<file path="config.mk">
export PLATFORM = sky130hd
export DESIGN_NAME = sdram_port_arbiter_flat
export DESIGN_NICKNAME = d
export VERILOG_FILES = /design/src/rtl/sdram_port_arbiter_if.sv /design/src/rtl/sdram_port_arbiter.sv /design/src/flat_wrapper.sv
export SDC_FILE = /design/constraint.sdc
export NUM_CORES = 1
export LEC_CHECK = 0
export CAP_MARGIN = 20
export CORE_MARGIN = 4
export CORE_UTILIZATION = 30
export DETAILED_ROUTE_END_ITERATION = 10
export PLACE_DENSITY = 0.62
export SLEW_MARGIN = 0
export SYNTH_ARGS = -nofsm -noshare
export SYNTH_HDL_FRONTEND = slang
export SYNTH_SLANG_ARGS = --single-unit
</file>
<file path="constraint.sdc">
create_clock -name SDRAM_CLK -period 4.44 [get_ports SDRAM_CLK]
set_clock_uncertainty 0.1 [all_clocks]
set_input_delay 0.888 -clock SDRAM_CLK [delete_from_list [all_inputs] [get_ports SDRAM_CLK]]
set_output_delay 0.888 -clock SDRAM_CLK [all_outputs]
set_load 0.05 [all_outputs]
</file>
<file path="src/rtl/sdram_port_arbiter_if.sv">
// Signal bundle between the arbiter, the DVI write FIFO / LED read requester and the SDRAM controller.
// The master modport is the arbiter's view; the slave modport is the surrounding logic's view.
interface sdram_port_arbiter_if #(
    parameter int ADDR_W = 24,
    parameter int DATA_W = 16
);
    logic              frameStart;
    logic              wrReq;
    logic [DATA_W-1:0] wrData;
    logic              wrEnable;
    logic              rdReq;
    logic [ADDR_W-1:0] rdAddress;
    logic              rdAddressAck;
    logic [DATA_W-1:0] rdData;
    logic              rdDataValid;
    logic [ADDR_W-1:0] avAddress;
    logic              avRead_n;
    logic              avWrite_n;
    logic [DATA_W-1:0] avWriteData;
    logic [DATA_W-1:0] avReadData;
    logic              avReadDataValid;
    logic              avWaitRequest;
    logic [1:0]        grant;

    modport master (
        input  frameStart, wrReq, wrData, rdReq, rdAddress,
               avReadData, avReadDataValid, avWaitRequest,
        output wrEnable, rdAddressAck, rdData, rdDataValid,
               avAddress, avRead_n, avWrite_n, avWriteData, grant
    );

    modport slave (
        output frameStart, wrReq, wrData, rdReq, rdAddress,
               avReadData, avReadDataValid, avWaitRequest,
        input  wrEnable, rdAddressAck, rdData, rdDataValid,
               avAddress, avRead_n, avWrite_n, avWriteData, grant
    );
endinterface

</file>
<file path="src/rtl/sdram_port_arbiter.sv">
// Shares one Avalon-MM SDRAM port between the DVI write FIFO and the LED read requester in bounded bursts.
// Define SDRAM_ARB_READ_PRIORITY_EN to let reads win every IDLE decision; default is round-robin.
//  state | meaning
//  IDLE  | dead cycle, pick next requester
//  WRITE | pop FIFO words to SDRAM, up to BURST_SIZE beats
//  READ  | issue read commands, up to BURST_SIZE
//  DRAIN | no commands, wait for every issued read to return
module sdram_port_arbiter #(
    parameter int ADDR_W      = 24,
    parameter int DATA_W      = 16,
    parameter int BURST_SIZE  = 8,
    parameter int FRAME_WORDS = 131072
) (
    input logic                  SDRAM_CLK,
    input logic                  reset,
    sdram_port_arbiter_if.master bus
);
    localparam int CNT_W = $clog2(BURST_SIZE) + 1;
    localparam logic [CNT_W-1:0]  BURST_MAX = CNT_W'(BURST_SIZE);
    localparam logic [CNT_W-1:0]  LAST_BEAT = CNT_W'(BURST_SIZE - 1);
    localparam logic [ADDR_W-1:0] LAST_ADDR = ADDR_W'(FRAME_WORDS - 1);

    typedef enum logic [1:0] {
        IDLE  = 2'b00,
        WRITE = 2'b01,
        READ  = 2'b10,
        DRAIN = 2'b11
    } state_t;

    state_t            state;
    logic              lastGrantRead;
    logic [ADDR_W-1:0] wrAddress;
    logic [CNT_W-1:0]  beatCnt;
    logic [CNT_W-1:0]  issued;
    logic [CNT_W-1:0]  returned;
    logic [CNT_W-1:0]  returnedNext;
    logic              writeCmd;
    logic              readCmd;
    logic              writeBeat;
    logic              readAccept;
    logic              readReturn;

    // Commands are masked during reset so an aborted burst never pops or acks.
    always_comb begin
        writeCmd     = (state == WRITE) && bus.wrReq && !reset;
        readCmd      = (state == READ) && bus.rdReq && (issued < BURST_MAX) && !reset;
        writeBeat    = writeCmd && !bus.avWaitRequest;
        readAccept   = readCmd && !bus.avWaitRequest;
        readReturn   = bus.avReadDataValid && ((state == READ) || (state == DRAIN));
        returnedNext = (readReturn && (returned != BURST_MAX)) ? returned + CNT_W'(1) : returned;
    end

    assign bus.wrEnable     = writeBeat;
    assign bus.rdAddressAck = readAccept;
    assign bus.avWrite_n    = !writeCmd;
    assign bus.avRead_n     = !readCmd;
    assign bus.avAddress    = (state == READ) ? bus.rdAddress : wrAddress;
    assign bus.avWriteData  = bus.wrData;
    assign bus.grant        = state;

    always_ff @(posedge SDRAM_CLK) begin
        if (reset) begin
            state           <= IDLE;
            lastGrantRead   <= 1'b1;
            wrAddress       <= '0;
            beatCnt         <= '0;
            issued          <= '0;
            returned        <= '0;
            bus.rdData      <= '0;
            bus.rdDataValid <= 1'b0;
        end else begin
            bus.rdDataValid <= readReturn;
            if (readReturn)
                bus.rdData <= bus.avReadData;
            returned <= returnedNext;

            // A frame start wins over a same-cycle increment.
            if (bus.frameStart)
                wrAddress <= '0;
            else if (writeBeat)
                wrAddress <= (wrAddress == LAST_ADDR) ? '0 : wrAddress + ADDR_W'(1);

            case (state)
                IDLE: begin
                    beatCnt  <= '0;
                    issued   <= '0;
                    returned <= '0;
`ifdef SDRAM_ARB_READ_PRIORITY_EN
                    if (bus.rdReq) begin
                        state         <= READ;
                        lastGrantRead <= 1'b1;
                    end else if (bus.wrReq) begin
                        state         <= WRITE;
                        lastGrantRead <= 1'b0;
                    end
`else
                    if (bus.wrReq && (!bus.rdReq || lastGrantRead)) begin
                        state         <= WRITE;
                        lastGrantRead <= 1'b0;
                    end else if (bus.rdReq) begin
                        state         <= READ;
                        lastGrantRead <= 1'b1;
                    end
`endif
                end
                WRITE: begin
                    if (writeBeat)
                        beatCnt <= beatCnt + CNT_W'(1);
                    if (!bus.wrReq || (writeBeat && (beatCnt == LAST_BEAT)))
                        state <= IDLE;
                end
                READ: begin
                    if (readAccept)
                        issued <= issued + CNT_W'(1);
                    if (!bus.rdReq || (readAccept && (issued == LAST_BEAT)))
                        state <= DRAIN;
                end
                DRAIN: begin
                    if (returnedNext == issued)
                        state <= IDLE;
                end
                default: state <= IDLE;
            endcase
        end
    end
endmodule

</file>
<file path="src/flat_wrapper.sv">
// flat-port wrapper written by rule: the top's interface ports become plain ports
module sdram_port_arbiter_flat 
#(
    parameter int ADDR_W      = 24,
    parameter int DATA_W      = 16,
    parameter int BURST_SIZE  = 8,
    parameter int FRAME_WORDS = 131072
)
  (SDRAM_CLK, reset, bus_frameStart, bus_wrReq, bus_wrData, bus_rdReq, bus_rdAddress, bus_avReadData, bus_avReadDataValid, bus_avWaitRequest, bus_wrEnable, bus_rdAddressAck, bus_rdData, bus_rdDataValid, bus_avAddress, bus_avRead_n, bus_avWrite_n, bus_avWriteData, bus_grant);
  sdram_port_arbiter_if #(.ADDR_W(ADDR_W), .DATA_W(DATA_W)) bus_i ();
  input logic SDRAM_CLK;
  input logic reset;
  input wire logic [$bits(bus_i.frameStart)-1:0] bus_frameStart;
  input wire logic [$bits(bus_i.wrReq)-1:0] bus_wrReq;
  input wire logic [$bits(bus_i.wrData)-1:0] bus_wrData;
  input wire logic [$bits(bus_i.rdReq)-1:0] bus_rdReq;
  input wire logic [$bits(bus_i.rdAddress)-1:0] bus_rdAddress;
  input wire logic [$bits(bus_i.avReadData)-1:0] bus_avReadData;
  input wire logic [$bits(bus_i.avReadDataValid)-1:0] bus_avReadDataValid;
  input wire logic [$bits(bus_i.avWaitRequest)-1:0] bus_avWaitRequest;
  output wire logic [$bits(bus_i.wrEnable)-1:0] bus_wrEnable;
  output wire logic [$bits(bus_i.rdAddressAck)-1:0] bus_rdAddressAck;
  output wire logic [$bits(bus_i.rdData)-1:0] bus_rdData;
  output wire logic [$bits(bus_i.rdDataValid)-1:0] bus_rdDataValid;
  output wire logic [$bits(bus_i.avAddress)-1:0] bus_avAddress;
  output wire logic [$bits(bus_i.avRead_n)-1:0] bus_avRead_n;
  output wire logic [$bits(bus_i.avWrite_n)-1:0] bus_avWrite_n;
  output wire logic [$bits(bus_i.avWriteData)-1:0] bus_avWriteData;
  output wire logic [$bits(bus_i.grant)-1:0] bus_grant;
  assign bus_i.frameStart = bus_frameStart;
  assign bus_i.wrReq = bus_wrReq;
  assign bus_i.wrData = bus_wrData;
  assign bus_i.rdReq = bus_rdReq;
  assign bus_i.rdAddress = bus_rdAddress;
  assign bus_i.avReadData = bus_avReadData;
  assign bus_i.avReadDataValid = bus_avReadDataValid;
  assign bus_i.avWaitRequest = bus_avWaitRequest;
  assign bus_wrEnable = bus_i.wrEnable;
  assign bus_rdAddressAck = bus_i.rdAddressAck;
  assign bus_rdData = bus_i.rdData;
  assign bus_rdDataValid = bus_i.rdDataValid;
  assign bus_avAddress = bus_i.avAddress;
  assign bus_avRead_n = bus_i.avRead_n;
  assign bus_avWrite_n = bus_i.avWrite_n;
  assign bus_avWriteData = bus_i.avWriteData;
  assign bus_grant = bus_i.grant;
  sdram_port_arbiter #(.ADDR_W(ADDR_W), .DATA_W(DATA_W), .BURST_SIZE(BURST_SIZE), .FRAME_WORDS(FRAME_WORDS)) u_core (.SDRAM_CLK(SDRAM_CLK), .reset(reset), .bus(bus_i));
endmodule
</file>
==> impl_metrics.csv <==
group,metric,value,unit
pwr,leakagePower,1.41,nW
clock_tree,cts_resized,0,
timing,slew_headroom,0.448,
final_layout,nets,480,
timing,hold_violations,0,
final_layout,multiInputGateArea,0.00160,sq mm
placed_design,gp_congestion,0.758,
timing,worst_slack,1.13,ns
grt,grt_pass1_wl,12.0,mm
routing,wire_per_inst,13.3,um
pwr,pwr-share-seq,0.459,
routing,routed_wirelength,7.19,mm
timing,fin_setup_tns,0,ns
routing,vias,2576,
grt,first_global_vias,2554,
min_path,hold_class,"reg2reg",
floorplan,rows,35,
floorplan,start_util,0.314,
outcome,outcome,"finished clean",
clock_tree,ctsHoldBuffers,0,
yosys,synth-seq-cells,56,
placed_design,place_hpwl,5.31,mm
final_layout,finalNonFillerCells,542,
final_layout,areaGrowthSynthToFinish,35.3,%
grt,antenna_found_initial,0,
job,drv_cap,0,
routing,first_pass_iters,4,
pwr,combPwrFrac,0.249,
placed_design,portBuffers,93,
critical_path,crit_fanout,27,
floorplan,die_w,107,um
yosys,yosys_most_used_dff,"dfxtp_1",
pwr,ir_drop,0.138,mV
floorplan,core,0.00942,sq mm
yosys,syn_area,0.00295,sq mm
placed_design,dp_slack,1.16,ns
timing,worst_pin_slew,0.823,ns
yosys,ys_seq_area_frac,0.380,
critical_path,cpPeakStageDelay,0.70,ns
critical_path,crit_chain,"nor2b_2, buf_4, mux2_2, clkdlybuf4s50_1",
clock_tree,cts_max_level,2,
yosys,yosysWarnings,0,
clock_tree,cts_sinks,56,
pwr,p_per_area,286,mW/mm^2
final_layout,n_antenna_cell,0,
critical_path,required,3.45,ns
routing,drc,0,
timing,period_needed,3.31,ns
critical_path,cp_slowest_cell,"clkdlybuf4s50_1",
critical_path,cp.arrival,2.33,ns
timing,clock.fmax,0.302,GHz
timing,slew_violations,0,
clock_tree,post_cts_buffers,0,
final_layout,final_area,0.00400,sq mm
pwr,switchingPower,0.340,mW
critical_path,cp_num_buf_inv,2,
grt,gr-total-overflow,0,
clock_tree,clock_latency,0.31,ns
yosys,syn_inst,342,
grt,grt_usage,0.126,
yosys,synth_edf_count,0,
final_layout,fillers,945,
routing,initialDrtViolationCount,80,
routing,via_per_inst,4.75,
clock_tree,cts_buffers,5,
timing,rsz0062_at_grt,"false",
yosys,syn_avg_cell_area,8.63,sq um
placed_design,dpl-instance-area,0.00388,sq mm
routing,drtAntennaViolNets,0,
final_layout,seq_area,0.00112,sq mm
yosys,synthDistinctLibCells,45,
floorplan,boundaryPins,126,
clock_tree,clockBufferDepth,2,
floorplan,die_h,107,um
pwr,swShare,0.298,
placed_design,place_inst,534,
timing,setup_viol,0,
yosys,async_flop_share,0,
clock_tree,tritoncts,"yes",
critical_path,crit_type,"reg2out",
floorplan,die-area,0.0115,sq mm
clock_tree,clockRootBuffer,"clkbuf_8",
critical_path,crit_family,"buffers and inverters",
clock_tree,path_clk_slew,0.09,ns
pwr,power.internal,0.801,mW
timing,min_period_over_period,0.746,
grt,grt_max_degree,28,
yosys,synth_fp_nets,410,
timing,whs,0.358,ns
critical_path,crit_path_end_kind,"output port",
critical_path,worstSetupStartpointType,"flop",
final_layout,layout-drive-gt1-share,0.128,
pwr,clkPwrFrac,0.292,
[per-layer routing]
metal  GRT usage  part of all wire  vias up
met5           0                 0        -
met2       0.202              0.41       96
met4      0.0283             0.011        0
li1            -                 -     1293
met3      0.0391             0.085       10
met1       0.165              0.49     1177
[registers in the layout, summed over array words and instances (netlist names)]
name / flops
u_core.beatCnt: 4
u_core.bus.grant: 2
u_core.bus.rdData: 16
u_core.bus.rdDataValid: 1
u_core.issued: 4
u_core.lastGrantRead: 1
u_core.returned: 4
u_core.wrAddress: 24
[Yosys cell counts (3+ instances only)]
master | count | area, sq um
buf_4 | 16 | 120
and4_1 | 3 | 26.3
ha_1 | 5 | 62.6
mux2i_1 | 3 | 30.0
clkbuf_1 | 5 | 18.8
nor3_1 | 5 | 25.0
nor2_1 | 38 | 143
nand2_1 | 48 | 180
mux2_2 | 24 | 270
buf_2 | 11 | 55.1
nand4b_1 | 4 | 35.0
dfxtp_1 | 56 | 1120
nand4_1 | 12 | 75.1
inv_1 | 4 | 15.0
nand3_1 | 13 | 65.1
a21oi_1 | 23 | 115
xor2_1 | 22 | 193
xnor2_1 | 8 | 70.1
a31oi_1 | 4 | 25.0
and3_1 | 4 | 25.0
o21ai_0 | 4 | 20.0
[worst min-delay path, delay by kind of cell, from the launching register on]
kind / cells / cell delay [ns]
AOI/OAI and AO/OA: 1 / 0.05
DFF: 1 / 0.32
and+or+nand+nor: 1 / 0.05
[logic make-up after synthesis]
kind of cell / after synthesis / share of synthesized area
adder cells (fa/ha/maj): 5 / 0.0212
AND/OR/NAND/NOR: 147 / 0.253
flip-flops: 56 / 0.380
XOR/XNOR: 30 / 0.0890
buffers and inverters: 39 / 0.0788
AO/OA/AOI/OAI: 37 / 0.0716
multiplexers: 28 / 0.107
[power groups by stage]
stage | clock [mW] | sequential, mW | combinational, mW
2_1_floorplan | 0 | 0.563 | 0.189
3_3_place_gp | 0 | 0.535 | 0.285
3_5_place_dp | 0 | 0.535 | 0.286
4_1_cts | 0.347 | 0.524 | 0.288
5_1_grt | 0.365 | 0.526 | 0.302
6_report | 0.334 | 0.524 | 0.284
[area by class of cell]
| class | instances | share of cell area |
|---|---|---|
| Clock buffer | 5 | 0.0172 |
| Clock inverter | 3 | 0.0106 |
| Inverter | 5 | 0.00595 |
| Multi-Input combinational cell | 247 | 0.401 |
| Sequential cell | 56 | 0.281 |
| Tap cell | 129 | 0.0404 |
| Timing Repair Buffer | 97 | 0.244 |
[per-stage QoR]
step | power [mW] | utilization
floorplan | 0.752 | -
global placement | 0.821 | 0.412
detailed placement | 0.822 | 0.412
CTS | 1.16 | 0.424
global route | 1.19 | 0.424
finish | 1.14 | 0.424
[final timing paths]
| path | startpoint | to | slack [ns] | cells past startpoint |
|---|---|---|---|---|
| setup reg to reg | u_core.bus.grant[0] | u_core.wrAddress[19] | 2.20 | 4 |
| setup / recovery | u_core.bus.grant[0] | bus_avAddress[1] | 1.13 | 4 |
| hold reg to reg | u_core.bus.rdData[9] | u_core.bus.rdData[9] | 0.36 | 2 |
| hold / removal | u_core.bus.rdData[9] | u_core.bus.rdData[9] | 0.36 | 2 |
[cell usage in the layout, fill, tap and decap left out, types with 2 or more instances in the layout]
cell type / n
a21oi_1: 23
a31o_2: 2
a31oi_1: 4
and3_1: 4
and4_1: 3
buf_12: 2
buf_4: 6
clkbuf_8: 5
clkdlybuf4s50_1: 89
dfxtp_1: 56
ha_1: 5
inv_1: 4
mux2_2: 24
mux2i_1: 3
nand2_1: 48
nand2b_1: 2
nand3_1: 13
nand3b_1: 2
nand4_1: 12
nand4b_1: 4
nor2_1: 38
nor3_1: 5
nor3_2: 2
nor4_1: 2
o21ai_0: 4
or2_2: 2
xnor2_1: 8
xor2_1: 22
Power figures use the tool's default switching activity.
